## config.mk

```make
export PLATFORM = sky130hd
export DESIGN_NAME = tdc_readout
export DESIGN_NICKNAME = d
export VERILOG_FILES = /design/src/rtl/tdc_readout.sv
export SDC_FILE = /design/constraint.sdc
export NUM_CORES = 1
export LEC_CHECK = 0
export CAP_MARGIN = 40
export CORE_MARGIN = 1
export CORE_UTILIZATION = 49
export CTS_CLUSTER_DIAMETER = 200
export DETAILED_ROUTE_END_ITERATION = 10
export GPL_TIMING_DRIVEN = 1
export PLACE_DENSITY_LB_ADDON = 0.3
export SYNTH_ARGS = -nofsm -noshare
export SYNTH_HDL_FRONTEND = slang
export SYNTH_SLANG_ARGS = --single-unit
```

## constraint.sdc

```tcl
create_clock -name clock -period 2.1 [get_ports clock]
set_clock_uncertainty 0.1 [all_clocks]
set_input_delay 0.42 -clock clock [delete_from_list [all_inputs] [get_ports clock]]
set_output_delay 0.42 -clock clock [all_outputs]
set_load 0.02 [all_outputs]
```

## src/rtl/tdc_readout.sv

```systemverilog
// tdc_readout - read-side walker for the TDC response RAM.
//
// Walks RAM addresses 0..T-1 once per accepted start, turns each N-bit
// carry-chain snapshot into a hit count (popcount) and flags snapshots that
// are not LSB-contiguous thermometer codes. Results leave on a valid/ready
// stream. Single clock domain shared with the RAM read port.
//
// Ports:
//   clock, reset      readout clock, asynchronous active-high reset
//   start             one-cycle pass request, honoured only when idle
//   busy              high while a pass is in progress (not in its done cycle)
//   done              one-cycle pulse after the last result is accepted
//   rd_addr, rd_data  RAM read port; data valid RD_LATENCY cycles after addr
//   out_valid/ready   result handshake
//   out_idx           snapshot index of the presented result
//   out_count         number of ones in the snapshot (0..N)
//   out_bubble        snapshot is not of the form 0..01..1
//
// Optional build macro TDC_READOUT_MINMAX_EN adds min_count / max_count,
// the minimum and maximum out_count seen over the current pass.
module tdc_readout #(
  parameter int N          = 16,
  parameter int T          = 8,
  parameter int RD_LATENCY = 1
) (
  input  logic                     clock,
  input  logic                     reset,
  input  logic                     start,
  output logic                     busy,
  output logic                     done,
  output logic [$clog2(T)-1:0]     rd_addr,
  input  logic [N-1:0]             rd_data,
  output logic                     out_valid,
  input  logic                     out_ready,
  output logic [$clog2(T)-1:0]     out_idx,
  output logic [$clog2(N+1)-1:0]   out_count,
  output logic                     out_bubble
`ifdef TDC_READOUT_MINMAX_EN
  ,
  output logic [$clog2(N+1)-1:0]   min_count,
  output logic [$clog2(N+1)-1:0]   max_count
`endif
);

  localparam int AW = $clog2(T);
  localparam int CW = $clog2(N+1);
  localparam logic [AW-1:0] IDX_LAST  = AW'(T - 1);
  localparam logic [1:0]    WAIT_LAST = 2'(RD_LATENCY - 1);
  localparam logic [N-1:0]  ONE_N     = N'(1);

  typedef enum logic [1:0] {S_IDLE, S_WAIT, S_PRESENT, S_DONE} state_t;

  state_t     state;
  state_t     state_n;
  logic [1:0] wcnt;
  logic       wait_last;

  function automatic logic [CW-1:0] popcount(input logic [N-1:0] w);
    logic [CW-1:0] c;
    c = '0;
    for (int i = 0; i < N; i++) begin
      c = c + CW'(w[i]);
    end
    return c;
  endfunction

  // A clean thermometer code plus one is a power of two (or wraps to zero),
  // so ANDing with the original clears every bit only for clean codes.
  function automatic logic is_bubbled(input logic [N-1:0] w);
    return (w & (w + ONE_N)) != '0;
  endfunction

  assign wait_last = (wcnt == WAIT_LAST);

  always_ff @(posedge clock or posedge reset) begin
    if (reset) begin
      state <= S_IDLE;
    end else begin
      state <= state_n;
    end
  end

  always_comb begin
    state_n   = state;
    busy      = 1'b0;
    done      = 1'b0;
    out_valid = 1'b0;
    case (state)
      S_IDLE: begin
        if (start) state_n = S_WAIT;
      end
      S_WAIT: begin
        busy = 1'b1;
        if (wait_last) state_n = S_PRESENT;
      end
      S_PRESENT: begin
        busy      = 1'b1;
        out_valid = 1'b1;
        if (out_ready) state_n = (out_idx == IDX_LAST) ? S_DONE : S_WAIT;
      end
      S_DONE: begin
        done    = 1'b1;
        state_n = S_IDLE;
      end
      default: state_n = S_IDLE;
    endcase
  end

  // Address walk and capture stage: rd_data is registered in the last WAIT
  // cycle and the converted result stays frozen throughout PRESENT.
  always_ff @(posedge clock or posedge reset) begin
    if (reset) begin
      rd_addr    <= '0;
      wcnt       <= '0;
      out_idx    <= '0;
      out_count  <= '0;
      out_bubble <= 1'b0;
    end else begin
      case (state)
        S_IDLE: begin
          if (start) begin
            rd_addr <= '0;
            wcnt    <= '0;
          end
        end
        S_WAIT: begin
          if (wait_last) begin
            wcnt       <= '0;
            out_idx    <= rd_addr;
            out_count  <= popcount(rd_data);
            out_bubble <= is_bubbled(rd_data);
          end else begin
            wcnt <= wcnt + 2'd1;
          end
        end
        S_PRESENT: begin
          if (out_ready && (out_idx != IDX_LAST)) rd_addr <= rd_addr + AW'(1);
        end
        S_DONE: begin
          rd_addr <= '0;
        end
        default: ;
      endcase
    end
  end

`ifdef TDC_READOUT_MINMAX_EN
  always_ff @(posedge clock or posedge reset) begin
    if (reset) begin
      min_count <= CW'(N);
      max_count <= '0;
    end else if ((state == S_IDLE) && start) begin
      min_count <= CW'(N);
      max_count <= '0;
    end else if ((state == S_PRESENT) && out_ready) begin
      if (out_count < min_count) min_count <= out_count;
      if (out_count > max_count) max_count <= out_count;
    end
  end
`else
  // No pass statistics in this build; the host derives them from the stream.
`endif

endmodule

```

==> flow_summary.toml <==
[synthesis]
syn_inst = 140
synth_cell_types = 34
synth.yosys.seq_area_share = 0.2985
ys_seq_elements = 16
avgSynthCellArea_sq_um = 9.581
synth_nets = 184
synth_area_sq_mm = 0.001341
ys_warn_count = 0

[clocking]
cts.sinks = 16
clock-root-buffer = "clkbuf_4"
insertion_delay_ns = 0.28
ctsHoldBuffers = 0
cts.path.max_buffers = 2
clk_pin_slew_worst_paths_ns = 0.09
cts_max_level = 1
cts_tree = "done"
cts-buffers-inserted = 3

[global_routing]
grtUsageTotal = 0.2487
grt_max_degree = 17
antenna_found_initial = 0
overflow = 0
grt_pass1_wl_mm = 5.195
grt_pass1_vias = 1234

[routing]
drc = 0
drt_first_iter_violations = 22
drt-pass1-iter-count = 4
wl_mm = 3.215
wire_per_inst_um = 14.04
antenna_left = 0
vias_per_cell = 5.410
vias = 1239

[die]
io_pins = 35
die_w_um = 54.32
coreArea_sq_mm = 0.002522
fp-row-count = 18
initial_core_util = 0.5317
die-height_um = 54.32
die-area_sq_mm = 0.002951

[critical_path]
r2r_start = "state[1]"
crit_top_cell = "fa_1"
cp-start-kind = "input port"
critPathRequiredTime_ns = 2.17
end_kind = "flop"
critPathBufInv = 3
rrSetupSlack_ns = 0.13
max_stage_delay_ns = 0.56
r2r-end = "out_bubble"
worstPathArrival_ns = 3.44
critPathKind = "input port to flop"
cp_top_family = "adder cells"
crit_slowest_cell = "fa_1"
ff2ff_path_depth = 6
path_cells = "buf_2 -> inv_2 -> fa_1 -> fa_1 -> fa_2 -> fa_1 -> inv_2 -> ha_4 -> fa_2 -> mux2_4"
cp_max_fo = 2

[sta]
timing.hold.ws_ns = 0.3969
slew_viol_final = 0
setup_viol_count_final = 5
rsz0062_at_grt = "true"
max_slew.worst_pin.slew_ns = 0.6092
slew_headroom = 0.5934
final.setup.worst_slack_ns = -1.268
final_hold_viol_count = 0
min_period_ns = 3.368
fmax_mhz = 296.9
finalCritPeriodShare = 1.604

[layout]
layout.cells.non_filler = 229
layout.nets = 244
drive_above_1_share = 0.3116
mostFrequentLayoutCells = "clkdlybuf4s50_1 (23), buf_4 (23), inv_1 (20)"
diodes = 0
synthToLayoutAreaGrowth_pct = 46.55
utilization = 0.7793

[run_status]
status = "complete, but fails checks"
violations = "setup timing"

[run]
cap_violations = 0

[place]
hpwl_mm = 2.670
dp_cells = 223
gp_congestion = 0.8646
io_buffers = 34

[power]
pwr_density_cell_mw_per_mm2 = 1079
power.leakage_nw = 0.9348
vdd_drop_max_mv = 1.130
p_total_mw = 2.121

[min_path]
hold_class = "input port to asynchronous set/reset pin"
## sequential cells by signal, summed over array words and instances, names as in the netlist
signal,cells
rd_addr,3
out_bubble,1
out_count,5
state,2
wcnt,2
out_idx,3
## kinds of logic after synthesis
logic type                 Yosys count  share of synthesized area
xor gates and xnor gates             2                    0.01306
buffers and inverters               33                    0.09235
adders and majority gates           24                     0.2799
DFF                                 16                     0.2985
and+or+nand+nor                     33                     0.1437
AOI/OAI and AO/OA                   29                     0.1474
muxes                                3                    0.02518
## cell usage after synthesis
master	n	area, sq um
o31a_1	1	8.760
nand2b_1	2	12.51
a21boi_0	1	7.510
inv_1	32	120.1
nor2b_1	4	25.02
and4_1	1	8.760
nand2_2	1	6.260
clkbuf_1	1	3.750
nand3_1	5	25.02
nor4_1	2	12.51
nand4_2	1	12.51
a21oi_1	5	25.02
a32o_1	2	20.02
or2_1	1	6.260
nand4_1	2	12.51
xnor2_1	1	8.760
xor2_1	1	8.760
a21o_1	1	7.510
nor4_2	1	12.51
fa_1	10	200.2
or3_1	1	6.260
o2111ai_1	1	8.760
dfrtp_1	16	400.4
nand2_1	7	26.28
ha_1	14	175.2
o31ai_1	2	15.01
o32ai_1	1	8.760
o21ai_0	11	55.05
mux2_2	3	33.78
a2111oi_2	1	15.01
o41ai_1	2	17.52
a41oi_1	1	8.760
and3_1	1	6.260
nor3_1	4	20.02
## power breakdown
group / internal, mW / switching, mW
clock network: 0.105 / 0.0958
logic: 0.706 / 0.730
registers: 0.408 / 0.0761
## per-layer routing
| metal | part of all wire | GRT usage | vias to the layer above |
|---|---|---|---|
| met3 | 0.042 | 0.02222 | 8 |
| met1 | 0.43 | 0.3012 | 583 |
| li1 | - | - | 601 |
| met5 | 0 | 0 | - |
| met2 | 0.51 | 0.4472 | 47 |
| met4 | 0.025 | 0.1026 | 0 |
## repair_timing
action                                  CTS  global route
endpoints found under the setup margin    7             5
resized for setup                        54             9
pin swaps                                 7            10
gates cloned                              0             0
buffers inserted                          1             1
## metrics by stage
step | cell area, sq um | worst slack (ns) | setup TNS, ns
floorplan | 1360 | -1.386 | -6.299
global placement | 1884 | -2.053 | -9.936
detailed placement | 1884 | -2.078 | -10.15
CTS | 1916 | -1.313 | -5.960
global route | 1966 | -1.318 | -6.031
finish | 1966 | -1.268 | -5.678
## cell type report
class / count / area [sq um]
clock buffer: 4 / 36.28
fill: 190 / 556.8
inverter: 32 / 130.1
multi-input combinational: 91 / 872.1
sequential: 16 / 400.4
tap: 30 / 37.54
timing repair buffer: 56 / 489.2
## how the worst max path moves through the flow
stage	start	endpoint	depth (start not counted)
after floorplan	rd_data[7]	out_count[1]	9
after global placement	rd_data[7]	out_count[1]	10
after detailed placement	rd_data[7]	out_count[1]	10
after CTS	rd_data[1]	out_count[1]	10
after global routing	rd_data[7]	out_count[1]	10
final	rd_data[15]	out_count[1]	10
Note: power is estimated with default switching activity, not from simulation.
